**src/rtl/ste_shift_tx.sv**
```systemverilog
// ste_shift_tx: parallel-to-serial transmitter for the shift register receiver.
// Words enter through a valid/ready FIFO and are sent MSB first on a
// dout/shift_en pair, with a programmable idle gap after every word.
module ste_shift_tx #(
    parameter int SHIFT_W    = 24,
    parameter int FIFO_DEPTH = 4,
    parameter int GAP_W      = 4
) (
    input  logic                               clk,
    input  logic                               reset_i,
    input  logic [SHIFT_W-1:0]                 data_i,
    input  logic                               valid_i,
    output logic                               ready_o,
    input  logic [GAP_W-1:0]                   gap_i,
    input  logic                               clr_i,
    output logic                               dout_o,
    output logic                               shift_en_o,
    output logic                               shift_clr_o,
    output logic                               word_done_o,
    output logic                               busy_o,
    output logic [$clog2(FIFO_DEPTH+1)-1:0]    level_o
);

    localparam int BIT_W = (SHIFT_W > 2) ? $clog2(SHIFT_W) : 1;
    localparam int PTR_W = $clog2(FIFO_DEPTH);
    localparam int CNT_W = $clog2(FIFO_DEPTH + 1);

    localparam logic [1:0] ST_IDLE  = 2'd0;
    localparam logic [1:0] ST_SHIFT = 2'd1;
    localparam logic [1:0] ST_GAP   = 2'd2;

    localparam logic [BIT_W-1:0] BIT_LAST = BIT_W'(SHIFT_W - 1);
    localparam logic [BIT_W-1:0] BIT_ONE  = BIT_W'(1'b1);
    localparam logic [BIT_W-1:0] BIT_ZERO = BIT_W'(1'b0);
    localparam logic [GAP_W-1:0] GAP_ONE  = GAP_W'(1'b1);
    localparam logic [GAP_W-1:0] GAP_ZERO = GAP_W'(1'b0);
    localparam logic [PTR_W-1:0] PTR_ONE  = PTR_W'(1'b1);
    localparam logic [CNT_W-1:0] CNT_ONE  = CNT_W'(1'b1);
    localparam logic [CNT_W-1:0] CNT_ZERO = CNT_W'(1'b0);
    localparam logic [CNT_W-1:0] CNT_FULL = CNT_W'(FIFO_DEPTH);

    // FIFO storage and pointers
    logic [SHIFT_W-1:0] mem_r [FIFO_DEPTH];
    logic [PTR_W-1:0]   wr_ptr_r;
    logic [PTR_W-1:0]   rd_ptr_r;
    logic [CNT_W-1:0]   count_r;

    // Serializer state
    logic [1:0]         state_r;
    logic [1:0]         state_nxt_s;
    logic [SHIFT_W-1:0] shreg_r;
    logic [BIT_W-1:0]   bit_cnt_r;
    logic [GAP_W-1:0]   gap_lat_r;
    logic [GAP_W-1:0]   gap_cnt_r;
    logic               last_bit_r;

    // Registered outputs
    logic               dout_r;
    logic               shift_en_r;
    logic               shift_clr_r;
    logic               word_done_r;

    logic               full_s;
    logic               empty_s;
    logic               ready_s;
    logic               push_s;
    logic               pop_raw_s;
    logic               pop_s;
    logic               kill_s;

    assign full_s  = (count_r == CNT_FULL);
    assign empty_s = (count_r == CNT_ZERO);
    assign kill_s  = reset_i | clr_i;
    // A pop in the same cycle never frees a slot early: no pass-through.
    assign ready_s = ~full_s & ~clr_i & ~reset_i;
    assign push_s  = valid_i & ready_s;
    assign pop_s   = pop_raw_s & ~kill_s;

    // Next-state decode and pop request for the serializer FSM
    always_comb begin
        state_nxt_s = state_r;
        pop_raw_s   = 1'b0;
        case (state_r)
            ST_IDLE: begin
                if (!empty_s) begin
                    pop_raw_s   = 1'b1;
                    state_nxt_s = ST_SHIFT;
                end else begin
                    state_nxt_s = ST_IDLE;
                end
            end
            ST_SHIFT: begin
                if (bit_cnt_r != BIT_ZERO) begin
                    state_nxt_s = ST_SHIFT;
                end else if (gap_lat_r != GAP_ZERO) begin
                    state_nxt_s = ST_GAP;
                end else if (!empty_s) begin
                    // Zero gap: reload in the last-bit cycle so frames abut.
                    pop_raw_s   = 1'b1;
                    state_nxt_s = ST_SHIFT;
                end else begin
                    state_nxt_s = ST_IDLE;
                end
            end
            ST_GAP: begin
                if (gap_cnt_r != GAP_ONE) begin
                    state_nxt_s = ST_GAP;
                end else if (!empty_s) begin
                    pop_raw_s   = 1'b1;
                    state_nxt_s = ST_SHIFT;
                end else begin
                    state_nxt_s = ST_IDLE;
                end
            end
            default: begin
                state_nxt_s = ST_IDLE;
                pop_raw_s   = 1'b0;
            end
        endcase
    end

    // FIFO data array write; contents are qualified by count, so no reset
    always_ff @(posedge clk) begin
        if (push_s) begin
            mem_r[wr_ptr_r] <= data_i;
        end
    end

    // FIFO pointers and occupancy; flush empties everything
    always_ff @(posedge clk) begin
        if (kill_s) begin
            wr_ptr_r <= '0;
            rd_ptr_r <= '0;
            count_r  <= CNT_ZERO;
        end else begin
            if (push_s) begin
                wr_ptr_r <= wr_ptr_r + PTR_ONE;
            end
            if (pop_s) begin
                rd_ptr_r <= rd_ptr_r + PTR_ONE;
            end
            case ({push_s, pop_s})
                2'b10:   count_r <= count_r + CNT_ONE;
                2'b01:   count_r <= count_r - CNT_ONE;
                default: count_r <= count_r;
            endcase
        end
    end

    // Serializer datapath: load on pop, shift while in SHIFT, count the gap
    always_ff @(posedge clk) begin
        if (kill_s) begin
            state_r   <= ST_IDLE;
            shreg_r   <= '0;
            bit_cnt_r <= BIT_ZERO;
            gap_lat_r <= GAP_ZERO;
            gap_cnt_r <= GAP_ZERO;
        end else begin
            state_r <= state_nxt_s;
            if (pop_s) begin
                shreg_r   <= mem_r[rd_ptr_r];
                bit_cnt_r <= BIT_LAST;
                gap_lat_r <= gap_i;
            end else if (state_r == ST_SHIFT) begin
                shreg_r   <= {shreg_r[SHIFT_W-2:0], 1'b0};
                bit_cnt_r <= bit_cnt_r - BIT_ONE;
            end
            if ((state_r == ST_SHIFT) && (bit_cnt_r == BIT_ZERO)) begin
                gap_cnt_r <= gap_lat_r;
            end else if (state_r == ST_GAP) begin
                gap_cnt_r <= gap_cnt_r - GAP_ONE;
            end
        end
    end

    // Output registers; word_done trails the last bit by one cycle
    always_ff @(posedge clk) begin
        if (reset_i) begin
            dout_r      <= 1'b0;
            shift_en_r  <= 1'b0;
            shift_clr_r <= 1'b0;
            word_done_r <= 1'b0;
            last_bit_r  <= 1'b0;
        end else if (clr_i) begin
            dout_r      <= 1'b0;
            shift_en_r  <= 1'b0;
            shift_clr_r <= 1'b1;
            word_done_r <= 1'b0;
            last_bit_r  <= 1'b0;
        end else begin
            dout_r      <= (state_r == ST_SHIFT) & shreg_r[SHIFT_W-1];
            shift_en_r  <= (state_r == ST_SHIFT);
            shift_clr_r <= 1'b0;
            last_bit_r  <= (state_r == ST_SHIFT) && (bit_cnt_r == BIT_ZERO);
            word_done_r <= last_bit_r;
        end
    end

    assign ready_o     = ready_s;
    assign level_o     = count_r;
    assign busy_o      = (state_r != ST_IDLE);
    assign dout_o      = dout_r;
    assign shift_en_o  = shift_en_r;
    assign shift_clr_o = shift_clr_r;
    assign word_done_o = word_done_r;

endmodule

```
**config.mk**
```make
export PLATFORM = sky130hd
export DESIGN_NAME = ste_shift_tx
export DESIGN_NICKNAME = d
export VERILOG_FILES = /design/src/rtl/ste_shift_tx.sv
export SDC_FILE = /design/constraint.sdc
export NUM_CORES = 1
export LEC_CHECK = 0
export BUFFER_PORTS_ARGS = -buffer_cell sky130_fd_sc_hd__buf_2
export CAP_MARGIN = 15
export CORE_MARGIN = 2
export CORE_UTILIZATION = 40
export DETAILED_ROUTE_END_ITERATION = 12
export MAX_ROUTING_LAYER = met4
export SKIP_CTS_REPAIR_TIMING = 1
export SYNTH_ARGS = -nofsm -noshare
export SYNTH_HDL_FRONTEND = slang
export SYNTH_SLANG_ARGS = --single-unit
```
**constraint.sdc**
```tcl
create_clock -name clk -period 5.6 [get_ports clk]
set_clock_uncertainty 0.2 [all_clocks]
set_input_delay 0.28 -clock clk [delete_from_list [all_inputs] [get_ports clk]]
set_output_delay 0.28 -clock clk [all_outputs]
set_load 0.005 [all_outputs]
```
==> results.toml <==
[floorplanning]
die-area_um2 = 16100
die_y_um = 127
io_pins = 41
num_rows = 44
floorplan.initialDensity_pct = 41.3
die_w_um = 127
coreArea_um2 = 14600

[critical_path]
r2r-end = "level_o[2]"
cpMaxStageDelayCell = "or4_4"
crit-reg2reg-launch = "bit_cnt_r[0]"
crit_buf_inv = 3
cpPeakStageDelay_ps = 550
ff2ff_path_depth = 12
cp-start-kind = "flip-flop"
crit_family = "simple AND/OR/NAND/NOR gates"
cp_max_fo = 28
rrSetupSlack_ps = 1830
crit_path_end_kind = "flip-flop"
crit_arrival_ps = 3900
criticalPathCategory = "flip-flop to flip-flop"
worstPathRequired_ps = 5730
crit_chain = "inv_1, ha_1, or4b_4, or4_4, a21bo_1, inv_12, ha_1, inv_1, fa_1, xor2_1, or3_1, a21oi_1"

[grt]
grt_pass1_wl_mm = 17.5
grt_pass1_vias = 3342
grt_usage_pct = 14.6
gr-total-overflow = 0
grt_antenna_before_repair = 0
grt_max_degree = 41

[status]
status = "completed"

[cts]
cts_sinks = 149
cts_tree = "done"
clk_latency_ps = 410
clockBufferDepth = 2
clk_pin_slew_ps = 60
clockRootBuffer = "clkbuf_16"
cts_buffers = 17
htree_levels = 4

[place]
hpwl_mm = 6.37
place_congestion = 0.765
port-buffer-count = 40
post_dp_cell_area_um2 = 6420
post-place-ws_ps = 1840

[synth]
yosysSeqAreaShare_pct = 65.3
ys_types = 50
async_flop_share_pct = 0
syn_area_um2 = 6040
syn_inst = 428
synth-main-ff-cell = "edfxtp_1"
syn_nets = 470
avgSynthCellArea_um2 = 14.1
yosysWarningCount = 0
synth-seq-cells = 149
synth_edf_count = 96

[sta]
slew_viol_final = 0
worst_slew_pin_slew_ps = 685
setup_tns_ps = 0
rsz0062_at_grt = "false"
max_freq_mhz = 265
slew_headroom_pct = 54.4
postLayoutSetupSlackWorst_ps = 1830
min_period_ps = 3770
finalSetupViolCount = 0
hold_viol = 0
final.period_utilization_pct = 67.3
whs_ps = 38.3

[drt]
vias_per_cell = 5.04
drcViolationCount = 0
via_count = 3530
drt_iter0_markers = 246
first_pass_iters = 4
ant_nets = 0
routedWlPerCell_um = 15.8
routed_wl_mm = 11.1

[finish]
area_growth_pct = 20.4
seq_area_um2 = 3940
finalNetCount = 546
fin_util_pct = 49.7
diodes = 0
drive_above_1_share_pct = 22.9
finish.instance_area_um2 = 7280
n_fill_cell = 1237
multi_input_area_um2 = 1910

[hold_path]
whs_path_depth = 3
hold_end = "state_r[0]"
hold_path.class = "input port to flip-flop"
hold_start = "clr_i"

[run]
cap_viol_max_count = 0

[power]
worst_ir_drop_vdd_mv = 0.253
power_density_nw_per_um2 = 319
leakage_nw = 2.56
-- synthesized netlist by cell type, types with 2 or more instances --
| cell | instances | share of area [%] |
|---|---|---|
| edfxtp_1 | 96 | 48 |
| nor2_1 | 59 | 3.7 |
| dfxtp_1 | 53 | 18 |
| nand2_1 | 30 | 1.9 |
| mux2i_1 | 24 | 4.0 |
| mux4_2 | 24 | 8.9 |
| or3_1 | 24 | 2.5 |
| clkbuf_1 | 15 | 0.93 |
| inv_1 | 13 | 0.81 |
| a21oi_1 | 11 | 0.91 |
| ha_1 | 9 | 1.9 |
| and3_1 | 7 | 0.72 |
| o21ai_0 | 7 | 0.58 |
| nor2b_1 | 4 | 0.41 |
| xor2_1 | 4 | 0.58 |
| a32o_2 | 3 | 0.56 |
| nand2b_1 | 3 | 0.31 |
| nand3_1 | 3 | 0.25 |
| nor3_1 | 3 | 0.25 |
| buf_1 | 2 | 0.12 |
| buf_12 | 2 | 0.66 |
| buf_2 | 2 | 0.17 |
| or4_4 | 2 | 0.37 |
| xnor2_1 | 2 | 0.29 |
-- cell usage in the layout (no fill, tap or decap), drive strengths merged, types with 2 or more instances in the layout --
master       count
and2             2
nor2            59
and3             7
nand2b           3
a21oi           11
edfxtp          96
or3             24
ha               9
o21ai            7
nand3            3
mux4            24
a32o             4
clkinv           9
nor2b            4
a211o            2
xnor2            2
clkbuf          18
nand2           30
xor2             4
buf             49
or4              3
mux2i           24
nor3             3
inv             17
dfxtp           53
dlygate4sd3     30
-- routing by layer --
| layer | global-route usage [%] | vias to the layer above | part of all wire, % |
|---|---|---|---|
| met2 | 23.4 | 63 | 48 |
| met5 | - | - | 0 |
| met3 | 4.43 | 9 | 3.8 |
| li1 | - | 1732 | - |
| met1 | 18.1 | 1726 | 47 |
| met4 | 4.01 | 0 | 0.88 |
-- worst max path at each step --
stage	start	to	slack, ps	cells after the start
after global placement	bit_cnt_r[0]	level_o[2]	1960	12
after global routing	bit_cnt_r[0]	level_o[2]	1640	12
after detailed placement	bit_cnt_r[0]	level_o[2]	1840	12
after CTS	bit_cnt_r[0]	level_o[2]	1820	12
final	bit_cnt_r[0]	level_o[2]	1830	12
after floorplan	bit_cnt_r[0]	level_o[2]	2130	14
-- cell type report --
cell class                 instances  share of cell area [%]
multi-input combinational        243                    26.3
clock inverter                    13                    1.74
timing repair buffer              79                    7.81
inverter                          14                   0.894
tap                              184                    3.16
sequential                       149                    54.2
clock buffer                      18                    5.90
-- flip-flops by register name, indices dropped and copies added (netlist names), named ones only --
| register | cells |
|---|---|
| bit_cnt_r | 5 |
| dout_o | 1 |
| gap_cnt_r | 4 |
| gap_lat_r | 4 |
| last_bit_r | 1 |
| level_o | 3 |
| mem_r | 96 |
| rd_ptr_r | 2 |
| shift_clr_o | 1 |
| shift_en_o | 1 |
| shreg_r | 24 |
| state_r | 2 |
| word_done_o | 1 |
| wr_ptr_r | 2 |
-- cell families (layout without fill, tap and decap cells) --
logic type	after synthesis	in the layout	synth area share (%)
buffers and inverters	36	124	3.15
adders and majority gates	10	10	2.19
muxes	49	49	13.2
AOI/OAI and AO/OA	34	34	3.83
xor gates and xnor gates	6	6	0.870
and+or+nand+nor	144	144	11.5
DFF	149	149	65.3
-- report_power, final --
group / internal, W / leakage [nW] / switching (W)
logic: 0.0000428 / 0.988 / 0.0000444
clock network: 0.000614 / 0.273 / 0.000440
registers: 0.00118 / 1.29 / 0.00000414
-- worst min-delay path, delay by kind of cell --
kind	cells	cell delay, ps
AND/OR/NAND/NOR	1	130
AO/OA/AOI/OAI	1	80
buffers and inverters	1	120
-- through the flow --
| step | power, W | cells |
|---|---|---|
| after CTS | 0.00234 | 670 |
| after detailed placement | 0.00128 | 639 |
| after global placement | 0.00128 | 639 |
| after floorplan | 0.00125 | 428 |
| final | 0.00232 | 700 |
| after global routing | 0.00241 | 700 |
Note: power is estimated with default switching activity, not from simulation.
